===== src/rtl/shared_pkg.sv =====
// rtl/shared_pkg.sv - bus widths, register indices and FSM encoding shared by the APB slave
package shared_pkg;

    localparam int ADDR_WIDTH = 32;
    localparam int DATA_WIDTH = 32;

    localparam logic [31:0] APB_SLV_ID = 32'hA9B0_0001;

    localparam int ID_IDX  = 0;
    localparam int CNT_IDX = 1;

    typedef enum logic [1:0] {IDLE, SETUP, ACCESS} apb_slv_state_e;

endpackage


===== src/rtl/apb_slave_regbank.sv =====
// rtl/apb_slave_regbank.sv - register storage, byte-strobed write port, XFER_CNT counter and read mux
module apb_slave_regbank #(
    parameter int DATA_WIDTH = 32,
    parameter int NUM_REGS   = 16
) (
    input  logic                        i_clk,
    input  logic                        i_rst_n,
    input  logic                        i_we,
    input  logic [$clog2(NUM_REGS)-1:0] i_widx,
    input  logic [DATA_WIDTH-1:0]       i_wdata,
    input  logic [DATA_WIDTH/8-1:0]     i_wstrb,
    input  logic                        i_cnt_inc,
    input  logic [$clog2(NUM_REGS)-1:0] i_ridx,
    output logic [DATA_WIDTH-1:0]       o_rdata
);
    import shared_pkg::*;

    localparam int IW = $clog2(NUM_REGS);

    logic [DATA_WIDTH-1:0] r_regs [NUM_REGS];
    logic [DATA_WIDTH-1:0] r_cnt;

    // Slots 0 and 1 are never written: the decoder rejects writes there and the read mux overrides them.
    always_ff @(posedge i_clk or negedge i_rst_n) begin
        if (!i_rst_n) begin
            for (int i = 0; i < NUM_REGS; i++) begin
                r_regs[i] <= '0;
            end
            r_cnt <= '0;
        end else begin
            if (i_we) begin
                for (int b = 0; b < DATA_WIDTH/8; b++) begin
                    if (i_wstrb[b]) begin
                        r_regs[i_widx][b*8 +: 8] <= i_wdata[b*8 +: 8];
                    end
                end
            end
            if (i_cnt_inc) begin
                r_cnt <= r_cnt + 1'b1;
            end
        end
    end

    always_comb begin
        o_rdata = r_regs[i_ridx];
        if (i_ridx == IW'(ID_IDX)) begin
            o_rdata = DATA_WIDTH'(APB_SLV_ID);
        end else if (i_ridx == IW'(CNT_IDX)) begin
            o_rdata = r_cnt;
        end
    end

endmodule


===== src/rtl/apb_slave_regfile.sv =====
// rtl/apb_slave_regfile.sv - APB completer top: FSM, decode, error checks; wait states under APB_SLV_WAIT_EN
module apb_slave_regfile #(
    parameter int ADDR_WIDTH  = shared_pkg::ADDR_WIDTH,
    parameter int DATA_WIDTH  = shared_pkg::DATA_WIDTH,
    parameter int NUM_REGS    = 16,
    parameter int WAIT_CYCLES = 2
) (
    input  logic                    PCLK,
    input  logic                    PRESETn,
    input  logic                    PSEL,
    input  logic                    PENABLE,
    input  logic                    PWRITE,
    input  logic [ADDR_WIDTH-1:0]   PADDR,
    input  logic [DATA_WIDTH-1:0]   PWDATA,
    input  logic [DATA_WIDTH/8-1:0] PSTRB,
    output logic [DATA_WIDTH-1:0]   PRDATA,
    output logic                    PREADY,
    output logic                    PSLVERR
);
    import shared_pkg::*;

    localparam int IW = $clog2(NUM_REGS);
    localparam logic [ADDR_WIDTH-1:0] ADDR_LIMIT = ADDR_WIDTH'(NUM_REGS*4);
`ifdef APB_SLV_WAIT_EN
    localparam bit WAIT_EN = 1'b1;
`else
    localparam bit WAIT_EN = 1'b0;
`endif
    localparam int W = WAIT_EN ? WAIT_CYCLES : 0;

    apb_slv_state_e            r_state;
    apb_slv_state_e            w_state;
    logic                      r_write;
    logic [ADDR_WIDTH-1:0]     r_addr;
    logic [DATA_WIDTH-1:0]     r_wdata;
    logic [DATA_WIDTH/8-1:0]   r_strb;
    logic [DATA_WIDTH-1:0]     r_prdata;
    logic                      r_pready;
    logic                      r_pslverr;

    logic                      w_setup;
    logic                      w_write;
    logic [ADDR_WIDTH-1:0]     w_addr;
    logic [DATA_WIDTH/8-1:0]   w_strb;
    logic [IW-1:0]             w_idx;
    logic                      w_err;
    logic                      w_first_ready;
    logic                      w_last_wait;
    logic                      w_present;
    logic                      w_commit;
    logic [DATA_WIDTH-1:0]     w_rdata;

    // The setup phase is recognised straight off the bus so zero-wait completion can be registered at its end.
    assign w_setup = (r_state == IDLE) && PSEL && !PENABLE;
    assign w_state = w_setup ? SETUP : r_state;

    assign w_write = w_setup ? PWRITE : r_write;
    assign w_addr  = w_setup ? PADDR  : r_addr;
    assign w_strb  = w_setup ? PSTRB  : r_strb;
    assign w_idx   = w_addr[2 +: IW];

    assign w_err = (w_addr[1:0] != 2'b00)
                || (w_addr >= ADDR_LIMIT)
                || (w_write && ((w_idx == IW'(ID_IDX)) || (w_idx == IW'(CNT_IDX))))
                || (!w_write && (w_strb != '0));

    assign w_first_ready = (W == 0);

`ifdef APB_SLV_WAIT_EN
    localparam int CW = (W > 1) ? $clog2(W + 1) : 1;
    logic [CW-1:0] r_wait;

    always_ff @(posedge PCLK or negedge PRESETn) begin
        if (!PRESETn) begin
            r_wait <= '0;
        end else if (w_setup) begin
            r_wait <= CW'(W);
        end else if ((r_state == ACCESS) && (r_wait != '0)) begin
            r_wait <= r_wait - 1'b1;
        end
    end

    assign w_last_wait = (r_wait == CW'(1));
`else
    assign w_last_wait = 1'b1;
`endif

    assign w_present = ((w_state == SETUP) && w_first_ready)
                    || ((w_state == ACCESS) && !r_pready && PSEL && PENABLE && w_last_wait);

    // r_pready marks the completion cycle; its closing edge commits the write and bumps XFER_CNT.
    assign w_commit = r_pready && !r_pslverr;

    always_ff @(posedge PCLK or negedge PRESETn) begin
        if (!PRESETn) begin
            r_state   <= IDLE;
            r_write   <= 1'b0;
            r_addr    <= '0;
            r_wdata   <= '0;
            r_strb    <= '0;
            r_prdata  <= '0;
            r_pready  <= 1'b0;
            r_pslverr <= 1'b0;
        end else begin
            r_prdata  <= '0;
            r_pready  <= 1'b0;
            r_pslverr <= 1'b0;
            case (w_state)
                SETUP: begin
                    r_state <= ACCESS;
                    r_write <= PWRITE;
                    r_addr  <= PADDR;
                    r_wdata <= PWDATA;
                    r_strb  <= PSTRB;
                end
                ACCESS: begin
                    if (r_pready || !PSEL || !PENABLE) begin
                        r_state <= IDLE;
                    end
                end
                default: r_state <= IDLE;
            endcase
            if (w_present) begin
                r_pready  <= 1'b1;
                r_pslverr <= w_err;
                r_prdata  <= (w_err || w_write) ? '0 : w_rdata;
            end
        end
    end

    apb_slave_regbank #(
        .DATA_WIDTH (DATA_WIDTH),
        .NUM_REGS   (NUM_REGS)
    ) u_regbank (
        .i_clk     (PCLK),
        .i_rst_n   (PRESETn),
        .i_we      (w_commit && r_write),
        .i_widx    (r_addr[2 +: IW]),
        .i_wdata   (r_wdata),
        .i_wstrb   (r_strb),
        .i_cnt_inc (w_commit),
        .i_ridx    (w_idx),
        .o_rdata   (w_rdata)
    );

    assign PRDATA  = r_prdata;
    assign PREADY  = r_pready;
    assign PSLVERR = r_pslverr;

endmodule


===== config.mk =====
export PLATFORM = sky130hd
export DESIGN_NAME = apb_slave_regfile
export DESIGN_NICKNAME = d
export VERILOG_FILES = /design/src/rtl/shared_pkg.sv /design/src/rtl/apb_slave_regbank.sv /design/src/rtl/apb_slave_regfile.sv
export SDC_FILE = /design/constraint.sdc
export NUM_CORES = 1
export LEC_CHECK = 0
export CORE_MARGIN = 5
export CORE_UTILIZATION = 50
export CTS_CLUSTER_SIZE = 25
export DETAILED_ROUTE_END_ITERATION = 10
export PLACE_DENSITY_LB_ADDON = 0.08
export SLEW_MARGIN = 5
export SYNTH_ARGS = -nofsm -noshare
export SYNTH_HDL_FRONTEND = slang
export SYNTH_HIERARCHICAL = 1
export SYNTH_SLANG_ARGS = --single-unit

===== constraint.sdc =====
create_clock -name PCLK -period 3.9 [get_ports PCLK]
set_input_delay 0.39 -clock PCLK [delete_from_list [all_inputs] [get_ports PCLK]]
set_output_delay 0.39 -clock PCLK [all_outputs]
set_load 0.01 [all_outputs]

==> flow_summary_export.csv <==
group,metric,value,unit
final_layout,instances_no_fill,2796,
critical_path,max_stage_delay,0.58,ns
final_layout,fillerInstances,4276,
yosys,netlist_area,0.0264,sq mm
cts,cts.path.max_buffers,3,
global_route,track_usage,0.232,
pwr,p_comb_frac,0.132,
die,die_area,0.0574,sq mm
sta,maxSlewHeadroom,0.273,
critical_path,cp_top_family,"simple AND/OR/NAND/NOR gates",
final_layout,final_cell_mix,"dfrtp_1, mux2_2, nand2_1",
worst_hold_path,hold_depth,3,
yosys,ys_warn_count,6,
critical_path,r2r_setup_slack,0.98,ns
pwr,p_leak,0.0144,uW
routing,detail_route.wl_per_cell,23.3,um
cts,clk_pin_slew_worst_paths,0.06,ns
final_layout,syn2layout_area_growth,15.1,%
critical_path,critical_path.cell_chain,"or3b_4 -> nand2_1 -> nand2_4 -> and2_1 -> buf_4 -> a22oi_1 -> o211ai_1 -> o31ai_1 -> inv_1 -> nor3_2",
pwr,powerDensity,482,mW/mm^2
critical_path,critPathLaunchType,"register",
final_layout,fin_nets,2134,
placement,io_buffers,106,
die,num_rows,84,
placement,dpl_cell_area,0.0283,sq mm
sta,post-route-min-period,2.92,ns
global_route,antenna_found_initial,0,
final_layout,design_area,0.0304,sq mm
cts,cts_tree,"yes",
critical_path,slowest_stage,"and2_1",
global_route,grt_pass1_vias,17200,
critical_path,worstPathMaxFanout,15,
pwr,p_sw_frac,0.264,
routing,drt-total-wl,65.3,mm
cts,root_buffer,"clkbuf_16",
pwr,p_int,10800,uW
worst_hold_path,hold_end,"r_wdata[19]",
critical_path,path_buf_inv,2,
routing,drc,0,
routing,via_per_inst,5.79,
cts,cts_buffers,61,
global_route,grt_max_degree,118,
pwr,peakVddDrop,0.357,mV
critical_path,critPathKind,"reg -> reg",
final_layout,layout_commonest_cell,"dfrtp_1",
cts,clkLatencyLatePin,0.63,ns
die,core_area,0.0524,sq mm
placement,dp_hpwl,42.8,mm
yosys,yosys_register_bits,584,
routing,wl_met3,2.75,mm
cts,cts.sinks,584,
cts,htree_levels,2,
yosys,syn_nets,2041,
yosys,synth-edff-count,0,
yosys,syn_inst,1967,
placement,gp_congestion,0.807,
yosys,synthArstFlopShare,1.00,
critical_path,cp.required,4.44,ns
yosys,avgSynthCellArea,13.4,sq um
sta,tns,0,ns
die,dieHeight,240,um
sta,fin_crit_sh,0.748,
pwr,power_frac_clock,0.392,
worst_hold_path,hold_class,"in -> reg",
placement,dpl.cell_count,2684,
die,initial_utilization,0.503,
routing,met1_length,29.8,mm
final_layout,diodes,0,
cts,ctsResizeCount,0,
sta,slew_violations,0,
flow_run,maxCapViolCount,0,
routing,first_pass_iters,5,
yosys,synth_top_flop_cell,"dfrtp_1",
routing,route.met2.wl,30.8,mm
routing,postRouteAntennaNets,0,
yosys,seq_area_frac_synth,0.554,
routing,vias,16200,
pwr,p_seq_frac,0.476,
sta,tightestPinTransition,1.08,ns
cts,cts_setup_buffers,0,
routing,drt_iter0_markers,958,
sta,setup_viol_count_final,0,
routing,top_layer,"met4",
die,num_io_pins,107,
sta,skew,0.0238,ns
die,chipWidth,240,um
sta,fmax,0.343,GHz
pwr,switchingPower,3870,uW
worst_hold_path,min_from,"PWDATA[19]",
critical_path,r2r-start,"r_state[1]",
sta,rsz0062_at_grt,"no",
critical_path,r2r_cells,10,
yosys,ys_types,50,
critical_path,reg2reg_to,"PRDATA[3]",
global_route,grt_pass1_wl,103,mm
sta,hold_violations,0,
critical_path,critPathCaptureType,"register",
run_status,outcome,"finished, final reports clean",
global_route,overflow,0,
final_layout,drive_gt1_frac,0.353,
critical_path,worstPathArrival,3.46,ns
[tightest hold or removal path: cells and delay by family]
kind,cells,cell delay [ns]
buffers and inverters,1,0.39
AND/OR/NAND/NOR,2,0.09
[cell families after synthesis]
family / share of synthesized area
simple gates: 0.0840
fa+ha+maj: 0.000474
xor+xnor: 0.0103
compound gates: 0.0379
flops: 0.554
mux: 0.288
buf+inv: 0.0247
[registers in the layout (all words and copies together) (netlist names), 4 cells and up]
| register | cells |
|---|---|
| PRDATA | 32 |
| r_wdata | 32 |
| r_addr | 32 |
| u_regbank/r_regs | 448 |
| u_regbank/r_cnt | 32 |
| r_strb | 4 |
[routing by layer]
metal | track usage | up-vias
met1 | 0.335 | 8449
met2 | 0.368 | 340
li1 | - | 7293
met5 | 0 | -
met3 | 0.0350 | 109
met4 | 0.0716 | 0
[area by class of cell]
class	instances	area (sq um)	share of cell area
repair buffers	151	1590	0.0525
well taps	688	861	0.0284
multi-input cells	1228	11200	0.368
flip-flops and latches	584	14600	0.481
inverters	34	128	0.00420
clock buffers	101	1920	0.0632
clock inverters	10	81.3	0.00268
[power by group through the flow]
stage | Clock (uW) | Sequential [uW] | Combinational, uW
after floorplan | 0 | 6810 | 1410
after global placement | 0 | 7040 | 1910
after detailed placement | 0 | 7080 | 1940
after CTS | 5900 | 6970 | 1950
after global routing | 6140 | 7040 | 2120
final | 5730 | 6970 | 1940
[metrics by stage]
stage	util	total power (uW)	worst slack, ns	hold slack, ns
after floorplan	-	8210	1.16	0.0944
after detailed placement	0.541	9020	0.508	0.465
after CTS	0.579	14800	1.00	0.255
after global routing	0.579	15300	0.827	0.287
after global placement	0.541	8960	0.546	0.460
final	0.579	14600	0.985	0.289
[cell usage after synthesis (2+ instances only)]
cell	instances	area (sq um)
buf_2	23	115
nor3_1	12	60.1
mux2_2	481	5420
and4_1	2	17.5
nor3_2	30	300
nor2_1	11	41.3
nand4_1	18	113
o22ai_1	14	87.6
nor4_1	19	119
xnor2_1	25	219
a221oi_1	23	201
nand3_1	12	60.1
nand2_1	270	1010
a211oi_1	3	22.5
o21ai_0	2	10.0
and3_1	5	31.3
xor2_1	6	52.6
buf_1	7	26.3
o211ai_1	24	180
o211a_1	2	20.0
mux2_1	21	236
inv_1	34	128
o31ai_1	30	225
or2_1	4	25.0
nand2b_1	8	50.1
a22oi_1	23	173
mux4_2	65	1460
and2_1	9	56.3
dfrtp_1	584	14600
mux2i_1	49	490
buf_6	3	33.8
clkbuf_1	83	312
buf_4	5	37.5
nor2b_1	26	163
nor2_2	16	100
a21oi_1	4	20.0
[worst max path at each step]
stage,startpoint,endpoint,slack (ns),cells past startpoint
2_1_floorplan,r_state[1],PRDATA[10],1.16,14
3_3_place_gp,PENABLE,PRDATA[1],0.55,7
3_5_place_dp,PENABLE,PRDATA[1],0.51,7
4_1_cts,r_state[1],PRDATA[3],1.00,10
5_1_grt,r_state[1],PRDATA[4],0.83,10
6_report,r_state[1],PRDATA[3],0.98,10
[what timing repair did]
item	in CTS	in global routing
hold endpoints to repair	105	0
setup endpoints to repair	0	0
hold buffers	1	0
Note: power is estimated with default switching activity, not from simulation.
